`config.mk`:
```
export PLATFORM = sky130hd
export DESIGN_NAME = serial_adder_n
export DESIGN_NICKNAME = d
export VERILOG_FILES = /design/src/rtl/serial_adder_n.sv
export SDC_FILE = /design/constraint.sdc
export NUM_CORES = 1
export LEC_CHECK = 0
export CAP_MARGIN = 20
export CORE_ASPECT_RATIO = 0.7
export CORE_MARGIN = 5
export CORE_UTILIZATION = 25
export DETAILED_ROUTE_END_ITERATION = 16
export PLACE_DENSITY_LB_ADDON = 0.3
export SYNTH_ARGS = -nofsm -noshare
export SYNTH_HDL_FRONTEND = slang
export SYNTH_SLANG_ARGS = --single-unit
```
`constraint.sdc`:
```
create_clock -name clk -period 1.8 [get_ports clk]
set_input_delay 0.36 -clock clk [delete_from_list [all_inputs] [get_ports clk]]
set_output_delay 0.36 -clock clk [all_outputs]
set_load 0.05 [all_outputs]
```
`src/rtl/serial_adder_n.sv`:
```
// Bit-serial adder/subtractor: operand bits arrive LSB-first, one pair per enabled cycle,
// through a single carry flop; a parallel result with carry/overflow flags follows WIDTH bits.
module serial_adder_n #(
  parameter int WIDTH = 8
) (
  input  logic             clk,
  input  logic             reset,
  input  logic             start,
  input  logic             sub,
  input  logic             en,
  input  logic             a,
  input  logic             b,
  output logic             busy,
  output logic             done,
  output logic [WIDTH-1:0] sum,
  output logic             carry_out,
  output logic             overflow
);

  localparam int CNT_W = (WIDTH > 2) ? $clog2(WIDTH) : 1;
  localparam logic [CNT_W-1:0] LAST = CNT_W'(WIDTH - 1);

  typedef enum logic {IDLE, RUN} state_t;

  state_t           state, state_nxt;
  logic             sub_r;
  logic             carry;
  logic [CNT_W-1:0] cnt;
  logic [WIDTH-1:0] shreg;
  logic             bi, s, c_nxt, last_bit;

  function automatic logic maj(input logic x, input logic y, input logic z);
    return (x & y) | (x & z) | (y & z);
  endfunction

  // One full-adder slice; subtraction inverts B and relies on the carry preset to 1.
  always_comb begin
    bi       = b ^ sub_r;
    s        = a ^ bi ^ carry;
    c_nxt    = maj(a, bi, carry);
    last_bit = en && (cnt == LAST);
  end

  always_ff @(posedge clk or posedge reset) begin
    if (reset) state <= IDLE;
    else       state <= state_nxt;
  end

  always_comb begin
    state_nxt = state;
    case (state)
      IDLE:    if (start) state_nxt = RUN;
      RUN:     if (last_bit) state_nxt = IDLE;
      default: state_nxt = IDLE;
    endcase
  end

  always_comb begin
    busy = (state == RUN);
  end

  // Completion outranks a coincident start; a start mid-run restarts without touching the result.
  always_ff @(posedge clk or posedge reset) begin
    if (reset) begin
      sub_r     <= 1'b0;
      carry     <= 1'b0;
      cnt       <= '0;
      shreg     <= '0;
      sum       <= '0;
      carry_out <= 1'b0;
      overflow  <= 1'b0;
      done      <= 1'b0;
    end else begin
      done <= 1'b0;
      case (state)
        IDLE: begin
          if (start) begin
            sub_r <= sub;
            carry <= sub;
            cnt   <= '0;
            shreg <= '0;
          end
        end
        RUN: begin
          if (last_bit) begin
            sum       <= {s, shreg[WIDTH-1:1]};
            carry_out <= c_nxt;
            overflow  <= carry ^ c_nxt;
            done      <= 1'b1;
          end else if (start) begin
            sub_r <= sub;
            carry <= sub;
            cnt   <= '0;
            shreg <= '0;
          end else if (en) begin
            carry <= c_nxt;
            shreg <= {s, shreg[WIDTH-1:1]};
            cnt   <= cnt + 1'b1;
          end
        end
        default: ;
      endcase
    end
  end

endmodule

```
==> results.sh, run 1 <==
export IMPL_status="completed"
export IMPL_clock_skew_ps=8.545
export IMPL_grt_pass1_vias=756
export IMPL_finalInstanceArea_um2=1373
export IMPL_hold_violations=0
export IMPL_syn_area_per_cell_um2=11.69
export IMPL_tns_ps=0
export IMPL_wl_per_cell_um=12.40
export IMPL_drt_vias_per_instance=4.323
export IMPL_hold_path_class="in2async"
export IMPL_die_w_um=87.54
export IMPL_synth_cell_area_um2=1052
export IMPL_num_vias=722
export IMPL_cts_root_buf="clkbuf_8"
export IMPL_synth_nets=100
export IMPL_layout_drive_gt1_share_pct=29.57
export IMPL_die_h_um=64.28
export IMPL_area_growth_pct=30.44
export IMPL_n_fill_cell=409
export IMPL_path_clk_slew_ps=90
export IMPL_antenna_found_initial=0
export IMPL_start_util_pct=26.35
export IMPL_gp_congestion=0.7342
export IMPL_setup_ws_ps=110.9
export IMPL_ioPinCount=19
export IMPL_rows=19
export IMPL_synth_ff_latch_count=24
export IMPL_grt_pass1_wl_um=3546
export IMPL_r2r_start="cnt[0]"
export IMPL_fin_crit_ps=1689
export IMPL_drt_antenna_violating_nets=0
export IMPL_worstSetupStartpointType="register"
export IMPL_dr_pass1_iters=2
export IMPL_reg2regPathDepth=7
export IMPL_clk_latency_ps=270
export IMPL_max_vdd_ir_drop_mv=0.5144
export IMPL_clockBufferDepth=2
export IMPL_worstPathRequired_ps=1950
export IMPL_max_freq_ghz=0.5920
export IMPL_hold_buffers=0
export IMPL_reg2reg_to="shreg[7]"
export IMPL_overflow=0
export IMPL_cts_buffers=3
export IMPL_place_detailed_hpwl_um=1507
export IMPL_clock_sinks=24
export IMPL_drc_errors=0
export IMPL_antenna_cells=0
export IMPL_placed_cell_area_um2=1294
export IMPL_r2r_slack_ps=110
export IMPL_grt_total_usage_pct=7.909
export IMPL_syn_inst=90
export IMPL_worst_pin_slew_ps=331.5
export IMPL_setup_viol=0
export IMPL_cp_max_fo=19
export IMPL_cts_max_level=1
export IMPL_cts_tree="built"
export IMPL_post_route_period_util_pct=93.84
export IMPL_dp_slack_ps=-100.0
export IMPL_critPathArrivalTime_ps=1840
export IMPL_yosysUniqueCellTypes=25
export IMPL_routed_wl_um=2071
export IMPL_endpoint_kind="register"
export IMPL_port_buffer_count=18
export IMPL_final_net_count=126
export IMPL_final_cells=167
export IMPL_synth_seq_area_share_pct=57.07
export IMPL_core_um2=3994
export IMPL_post_place_cells=163
export IMPL_grt_max_degree=25
export IMPL_relSlewSlack_pct=77.87
export IMPL_slew_violations=0
export IMPL_worstSetupPathType="reg2reg"
export IMPL_drt_iter0_drc=30
export IMPL_power_per_cell_area_nw_per_um2=929.5
export IMPL_drv_cap=0
export IMPL_die_area_um2=5627
export IMPL_p_leak_nw=0.6662
export IMPL_synth_warnings=0
[cell type report]
type / count / area, um2 / area share [%]
clock buffers: 3 / 41.29 / 3.008
flip-flops and latches: 24 / 600.6 / 43.76
multi-input cells: 57 / 414.1 / 30.17
well taps: 52 / 65.06 / 4.740
inverters: 5 / 18.77 / 1.367
repair buffers: 25 / 202.7 / 14.77
clock inverters: 1 / 30.03 / 2.188
[registers in the layout, summed over array words and instances, names as in the netlist]
name and flops:
busy 1, carry 1, carry_out 1, cnt 3, done 1, overflow 1, shreg 7, sub_r 1
sum 8
[metrics by stage]
step | util, % | hold slack, ps | power [mW]
after CTS | 34.18 | 441.7 | 1.283
after floorplan | - | 374.6 | 0.7417
after detailed placement | 32.39 | 472.6 | 0.8114
after global placement | 32.39 | 464.3 | 0.8057
final | 34.37 | 429.1 | 1.276
after global routing | 34.37 | 471.5 | 1.333
[repair_timing]
item,in CTS,in global routing
setup buffers,0,0
setup endpoints to repair,0,1
resized for setup,0,1
[report_power, final]
part	leakage, nW	internal (mW)	total [mW]	switching (mW)
Sequential	0.321	0.578	0.601	0.0228
Clock	0.0357	0.297	0.473	0.176
Combinational	0.309	0.0811	0.202	0.121
Total	0.666	0.956	1.28	0.320
[metal layers]
metal  wire length [um]  up-vias  track usage [%]
met4                 29        0            2.299
li1                   -      362                -
met3                 49        2            2.054
met2                958        8            12.12
met1               1033      350            10.94
met5                  0        -                0
[Yosys cell counts, drive strengths merged]
cell type	instances	share of area, %
xnor2	1	0.83
o21ai	12	5.7
o41ai	2	1.7
buf	4	2.5
nand3	1	0.95
mux2	8	8.9
a21oi	2	1.3
nand2b	1	0.59
inv	5	1.8
fa	1	1.9
ha	2	2.4
dfrtp	24	57
nor3b	1	0.71
nor2	4	1.7
nand2	12	4.3
and2b	1	0.71
mux2i	2	1.9
o31ai	6	4.3
xor2	1	0.83
[layout by cell type (no fill, tap or decap), types with 3 or more instances in the layout]
cell type / n
buf_4: 19
clkbuf_8: 3
clkdlybuf4s50_1: 6
dfrtp_1: 24
inv_1: 4
mux2_2: 5
nand2_1: 12
nor2_1: 3
o21ai_0: 12
o31ai_1: 6
[worst max-delay path, cell delays in order (launching register included)]
cell and delay, ps:
dfrtp_1 410, ha_1 210, ha_1 200, nand3_2 90
inv_2 140, buf_4 180, o21ai_0 220, o41ai_2 120
[how the worst max path moves through the flow]
stage	start	end	slack [ps]	cells after the start
6_report	cnt[0]	shreg[7]	110	7
4_1_cts	cnt[0]	shreg[7]	120	6
5_1_grt	cnt[0]	shreg[7]	-30	7
3_3_place_gp	b	shreg[7]	-60	4
2_1_floorplan	busy	sub_r	270	4
3_5_place_dp	b	shreg[7]	-100	4
[kinds of logic after synthesis]
group / share of synthesized area (%)
DFF: 57.08
muxes: 10.82
AOI/OAI and AO/OA: 12.96
xor gates and xnor gates: 1.665
buffers and inverters: 4.279
adders and majority gates: 4.280
and+or+nand+nor: 8.919
Power figures use the tool's default switching activity.
==> inputs of run 2 (changes only) <==
--- a/config.mk
+++ b/config.mk
@@ -5,7 +5,7 @@
 export SDC_FILE = /design/constraint.sdc
 export NUM_CORES = 1
 export LEC_CHECK = 0
-export CAP_MARGIN = 20
+export CAP_MARGIN = 10
 export CORE_ASPECT_RATIO = 0.7
 export CORE_MARGIN = 5
 export CORE_UTILIZATION = 25
==> results of run 2 <==
The final DEF is identical to that of run 1; final timing and power are the same.
==> inputs of run 3 (changes only) <==
--- a/config.mk
+++ b/config.mk
@@ -7,7 +7,7 @@
 export LEC_CHECK = 0
 export CAP_MARGIN = 10
 export CORE_ASPECT_RATIO = 0.7
-export CORE_MARGIN = 5
+export CORE_MARGIN = 4
 export CORE_UTILIZATION = 25
 export DETAILED_ROUTE_END_ITERATION = 16
 export PLACE_DENSITY_LB_ADDON = 0.3
==> run 3 against run 2 <==
Die area decreased by 5.3%. Clock-buffer cell count up 1. Largest cell class unchanged. Core utilization is 0.78 points lower. Critical path type unchanged. First-iteration DRC count is 37% higher. Cell count down 0.60%. Worst hold slack improved by 3.0 ps.
==> results.sh, run 3 (same netlist as run 1, synthesis figures left out) <==
export IMPL_status="completed"
export IMPL_power_switching_mw=0.3017
export IMPL_antenna_cells=0
export IMPL_power_mw=1.153
export IMPL_clk_latency_ps=260
export IMPL_drt_antenna_violating_nets=0
export IMPL_combPwrFrac_pct=17.0
export IMPL_ioPinCount=19
export IMPL_postCtsSetupBuffers=0
export IMPL_largest_register="sum"
export IMPL_drv_cap=0
export IMPL_rsz0062_at_grt="no"
export IMPL_hold_path_class="in2async"
export IMPL_final_cell_mix="dfrtp_1, buf_4, nand2_1, o21ai_0"
export IMPL_rows=19
export IMPL_worstSetupStartpointType="register"
export IMPL_grt_max_degree=25
export IMPL_die_area_um2=5327
export IMPL_p_int_mw=0.8513
export IMPL_routed_wl_um=1989
export IMPL_path_clk_slew_ps=80
export IMPL_clock_skew_ps=5.303
export IMPL_dr_pass1_iters=4
export IMPL_cts_resized=0
export IMPL_final_net_count=125
export IMPL_power_per_cell_area_nw_per_um2=859.6
export IMPL_die_w_um=85.54
export IMPL_num_vias=721
export IMPL_grt_pass1_wl_um=3498
export IMPL_clock_sinks=24
export IMPL_switching_share_pct=26.17
export IMPL_grt_pass1_vias=725
export IMPL_critPathArrivalTime_ps=1810
export IMPL_tns_ps=0
export IMPL_cts_buffers=3
export IMPL_area_growth_pct=27.47
export IMPL_relSlewSlack_pct=77.37
export IMPL_slew_violations=0
export IMPL_p_leak_nw=0.6484
export IMPL_fin_crit_ps=1652
export IMPL_drt_iter0_drc=41
export IMPL_port_buffer_count=18
export IMPL_cts_max_level=1
export IMPL_endpoint_kind="register"
export IMPL_post_route_period_util_pct=91.78
export IMPL_clockBufferDepth=2
export IMPL_max_vdd_ir_drop_mv=0.5255
export IMPL_start_util_pct=26.35
export IMPL_setup_viol=0
export IMPL_drc_errors=0
export IMPL_cts_tree="built"
export IMPL_top_regs="sum x8, shreg x7, cnt x3"
export IMPL_worstPathRequired_ps=1950
export IMPL_overflow=0
export IMPL_place_detailed_hpwl_um=1433
export IMPL_worstSetupPathType="reg2reg"
export IMPL_drt_vias_per_instance=4.343
export IMPL_cp_max_fo=20
export IMPL_die_h_um=62.28
export IMPL_max_freq_ghz=0.6053
export IMPL_largest_reg_flops=8
export IMPL_gp_congestion=0.6895
export IMPL_cts_root_buf="clkbuf_8"
export IMPL_p_seq_share_pct=52.2
export IMPL_final_common_cell="dfrtp_1"
export IMPL_wl_per_cell_um=11.98
export IMPL_hold_buffers=0
export IMPL_core_um2=3994
export IMPL_hold_violations=0
export IMPL_worst_pin_slew_ps=338.9
export IMPL_layout_drive_gt1_share_pct=28.07
export IMPL_grt_total_usage_pct=8.170
export IMPL_antenna_found_initial=0
export IMPL_p_clk_share_pct=30.8
==> run 3: cell types whose count changed in the layout (fill, tap and decap cells not counted), sizes merged <==
cell    delta
bufinv     -1
buf        -1
clkbuf     +1
==> run 3: final cells by class <==
cell class | count | area [um2]
multi-input combinational | 57 | 406.6
timing repair buffer | 24 | 195.2
fill | 415 | 2653
tap | 52 | 65.06
clock buffer | 4 | 55.05
sequential | 24 | 600.6
inverter | 5 | 18.77
==> run 3: metal layers <==
metal  part of all wire [%]  vias to the layer above  global-route usage [%]
li1                       -                      361                       -
met1                     53                      350                   11.72
met2                     43                        8                   11.82
met3                    2.6                        2                   2.378
met4                    1.4                        0                   2.372
met5                      0                        -                       0
==> run 3: final timing paths <==
path                         from  endpoint  slack (ps)  depth (start not counted)
max                        cnt[0]    cnt[0]         150                          6
min                         reset    sum[6]         430                          3
max reg2reg                cnt[0]    cnt[0]         150                          6
min reg2reg                sum[0]    sum[0]         490                          1
max in group asynchronous   reset    sum[2]        1130                          3
min in group clk           sum[0]    sum[0]         490                          1
==> run 3: through the flow <==
step	utilization (%)	cells	cell area [um2]	setup WS, ps	hold WS [ps]
6_report	33.58	166	1341	147.9	432.0
5_1_grt	33.58	166	1341	16.39	484.4
4_1_cts	33.58	166	1341	123.6	454.2
3_5_place_dp	32.21	162	1286	-117.3	479.0
3_3_place_gp	32.21	162	1286	-62.51	464.9
2_1_floorplan	-	90	1052	269.7	374.6
==> run 3: critical path: stages, from the launching register on <==
cell and delay [ps]:
dfrtp_1 410, ha_1 210, ha_1 190, nand3_2 80, inv_2 150, nor2_2 190
mux2_4 310
==> run 3: power by group through the flow <==
stage	Clock, mW	Sequential, mW	Combinational, mW
CTS	0.368	0.602	0.200
finish	0.355	0.602	0.196
global placement	0	0.611	0.194
global route	0.395	0.607	0.218
detailed placement	0	0.613	0.199
floorplan	0	0.651	0.0904
==> edit (flow settings as in run 3) <==
Add an input register stage for `start`, `sub`, `en`, `a` and `b`, with the module's reset; this delays them by one clock.
--- a/src/rtl/serial_adder_n.sv
+++ b/src/rtl/serial_adder_n.sv
@@ -24,2 +24,24 @@
 
+  logic start_q;
+  logic sub_q;
+  logic en_q;
+  logic a_q;
+  logic b_q;
+
+  always_ff @(posedge clk or posedge reset) begin
+    if (reset) begin
+      start_q <= '0;
+      sub_q   <= '0;
+      en_q    <= '0;
+      a_q     <= '0;
+      b_q     <= '0;
+    end else begin
+      start_q <= start;
+      sub_q   <= sub;
+      en_q    <= en;
+      a_q     <= a;
+      b_q     <= b;
+    end
+  end
+
   state_t           state, state_nxt;
@@ -37,6 +59,6 @@
   always_comb begin
-    bi       = b ^ sub_r;
-    s        = a ^ bi ^ carry;
-    c_nxt    = maj(a, bi, carry);
-    last_bit = en && (cnt == LAST);
+    bi       = b_q ^ sub_r;
+    s        = a_q ^ bi ^ carry;
+    c_nxt    = maj(a_q, bi, carry);
+    last_bit = en_q && (cnt == LAST);
   end
@@ -51,3 +73,3 @@
     case (state)
-      IDLE:    if (start) state_nxt = RUN;
+      IDLE:    if (start_q) state_nxt = RUN;
       RUN:     if (last_bit) state_nxt = IDLE;
@@ -76,5 +98,5 @@
         IDLE: begin
-          if (start) begin
-            sub_r <= sub;
-            carry <= sub;
+          if (start_q) begin
+            sub_r <= sub_q;
+            carry <= sub_q;
             cnt   <= '0;
@@ -89,8 +111,8 @@
             done      <= 1'b1;
-          end else if (start) begin
-            sub_r <= sub;
-            carry <= sub;
+          end else if (start_q) begin
+            sub_r <= sub_q;
+            carry <= sub_q;
             cnt   <= '0;
             shreg <= '0;
-          end else if (en) begin
+          end else if (en_q) begin
             carry <= c_nxt;
Function: changed (Yosys sat finds a counterexample within 4 cycles, from zero or initial values and one cycle with reset high).
==> edit against run 3 <==
Cell area up 10%. Power up 20%. Wire length up 7.0%. Setup slack better by 0.032 ns. Sequential cell count up 5. Largest power group unchanged. Non-clock buffer count down 2. Synthesized area up 12%. Largest cell class unchanged.
==> edit: results (changes against run 3) <==
[pwr]
p_leak_nw = 0.7083  ; +9.2%
p_int_mw = 1.028  ; +21%
ir_drop_v = 0.0002545  ; -52%
p_clk_share_pct = 34.0  ; +3.2 points
combPwrFrac_pct = 13.8  ; -3.2 points

[grt]
grt_max_degree = 30  ; +20%
track_usage_pct = 8.371  ; +0.20 points
met3_usage_pct = 4.462  ; +2.1 points
met1_usage_pct = 10.74  ; -0.98 points
grtUsageMet2_pct = 11.16  ; -0.66 points

[placed_design]
dp_slack_ns = 0.1921  ; +0.3094 ns
dpl_cell_area_sq_mm = 0.001404  ; +9.1%
placed_cells = 169  ; +4.3%
gp_congestion = 0.7150  ; +3.7%

[finish]
area_delta_synth_final_pct = 25.24
sh_seq_area_pct = 49.11  ; +4.3 points
nonClkBufAreaFrac_pct = 12.19  ; -2.4 points
nFillCells = 471  ; +13%
num-nonclk-buffers = 22  ; -8.3%
drive_gt1_share_pct = 27.50  ; -0.57 points
num-nets-final = 131  ; +4.8%
clock_cell_area_share_pct = 4.996  ; +0.89 points
inverters = 6  ; +1
instances_no_fill = 175  ; +5.4%
nClkBuffers = 5  ; +1

[route]
wl_met3_microns = 132  ; +160%
vias = 769  ; +6.7%
wl_microns = 2129  ; +7.0%
first_iter_violations = 35  ; -15%
met2_length_microns = 842  ; -2.0%

[setup_path]
r2r_slack_ns = 0.18  ; +0.03 ns

[sta]
finalCriticalPeriod_ns = 1.620  ; -0.03203 ns
final.setup_skew_ns = 0.006761  ; +0.001458 ns
hold_ws_ns = 0.4580  ; +0.02599 ns

[clock_tree]
cts.clk_slew.worst_paths_ns = 0.06  ; -0.02 ns
clock_sinks = 29  ; +21%

[synth]
synth_top_cells_by_count = 29 x dfrtp_1, 13 x nand2_1, 12 x o21ai_0
seq_area_frac_synth_pct = 61.51  ; +4.4 points
syn_area_per_cell_sq_um = 12.29  ; +5.1%
synth_area_leaders = dfrtp_1 62%, mux2_2 5.7%, o21ai_0 5.1%, nand2_1 4.1%, o31ai_1 3.2%
synth.net_count = 106  ; +6.0%
synth_warnings = 0  ; unchanged

[die]
die_x_microns = 90.11  ; +5.3%

[status]
status = finished, final reports clean

[edit: worst paths after layout]
| kind | to | cells after the start | from |
|---|---|---|---|
| min in group clk | sum[5]$_DFFE_PP0P_ | 2 | sum[5]$_DFFE_PP0P_ |
| hold / removal | sum[1]$_DFFE_PP0P_ | 3 | reset |
| setup / recovery | cnt[0]$_DFFE_PP0P_ | 6 | cnt[0]$_DFFE_PP0P_ |
| setup reg to reg | cnt[0]$_DFFE_PP0P_ | 6 | cnt[0]$_DFFE_PP0P_ |
| hold reg to reg | sum[5]$_DFFE_PP0P_ | 2 | sum[5]$_DFFE_PP0P_ |
| max in group asynchronous | busy$_DFF_PP0_ | 3 | reset |
[edit: kinds of logic (layout without fill, tap and decap cells)]
group	after synthesis	count (layout)	share of synthesized area, %
flip-flops	29	29	61.51
AO/OA/AOI/OAI	21	21	10.92
AND/OR/NAND/NOR	21	21	8.697
multiplexers	10	10	9.543
buffers and inverters	10	34	4.029
adder cells (fa/ha/maj)	3	3	3.817
XOR/XNOR	2	2	1.485
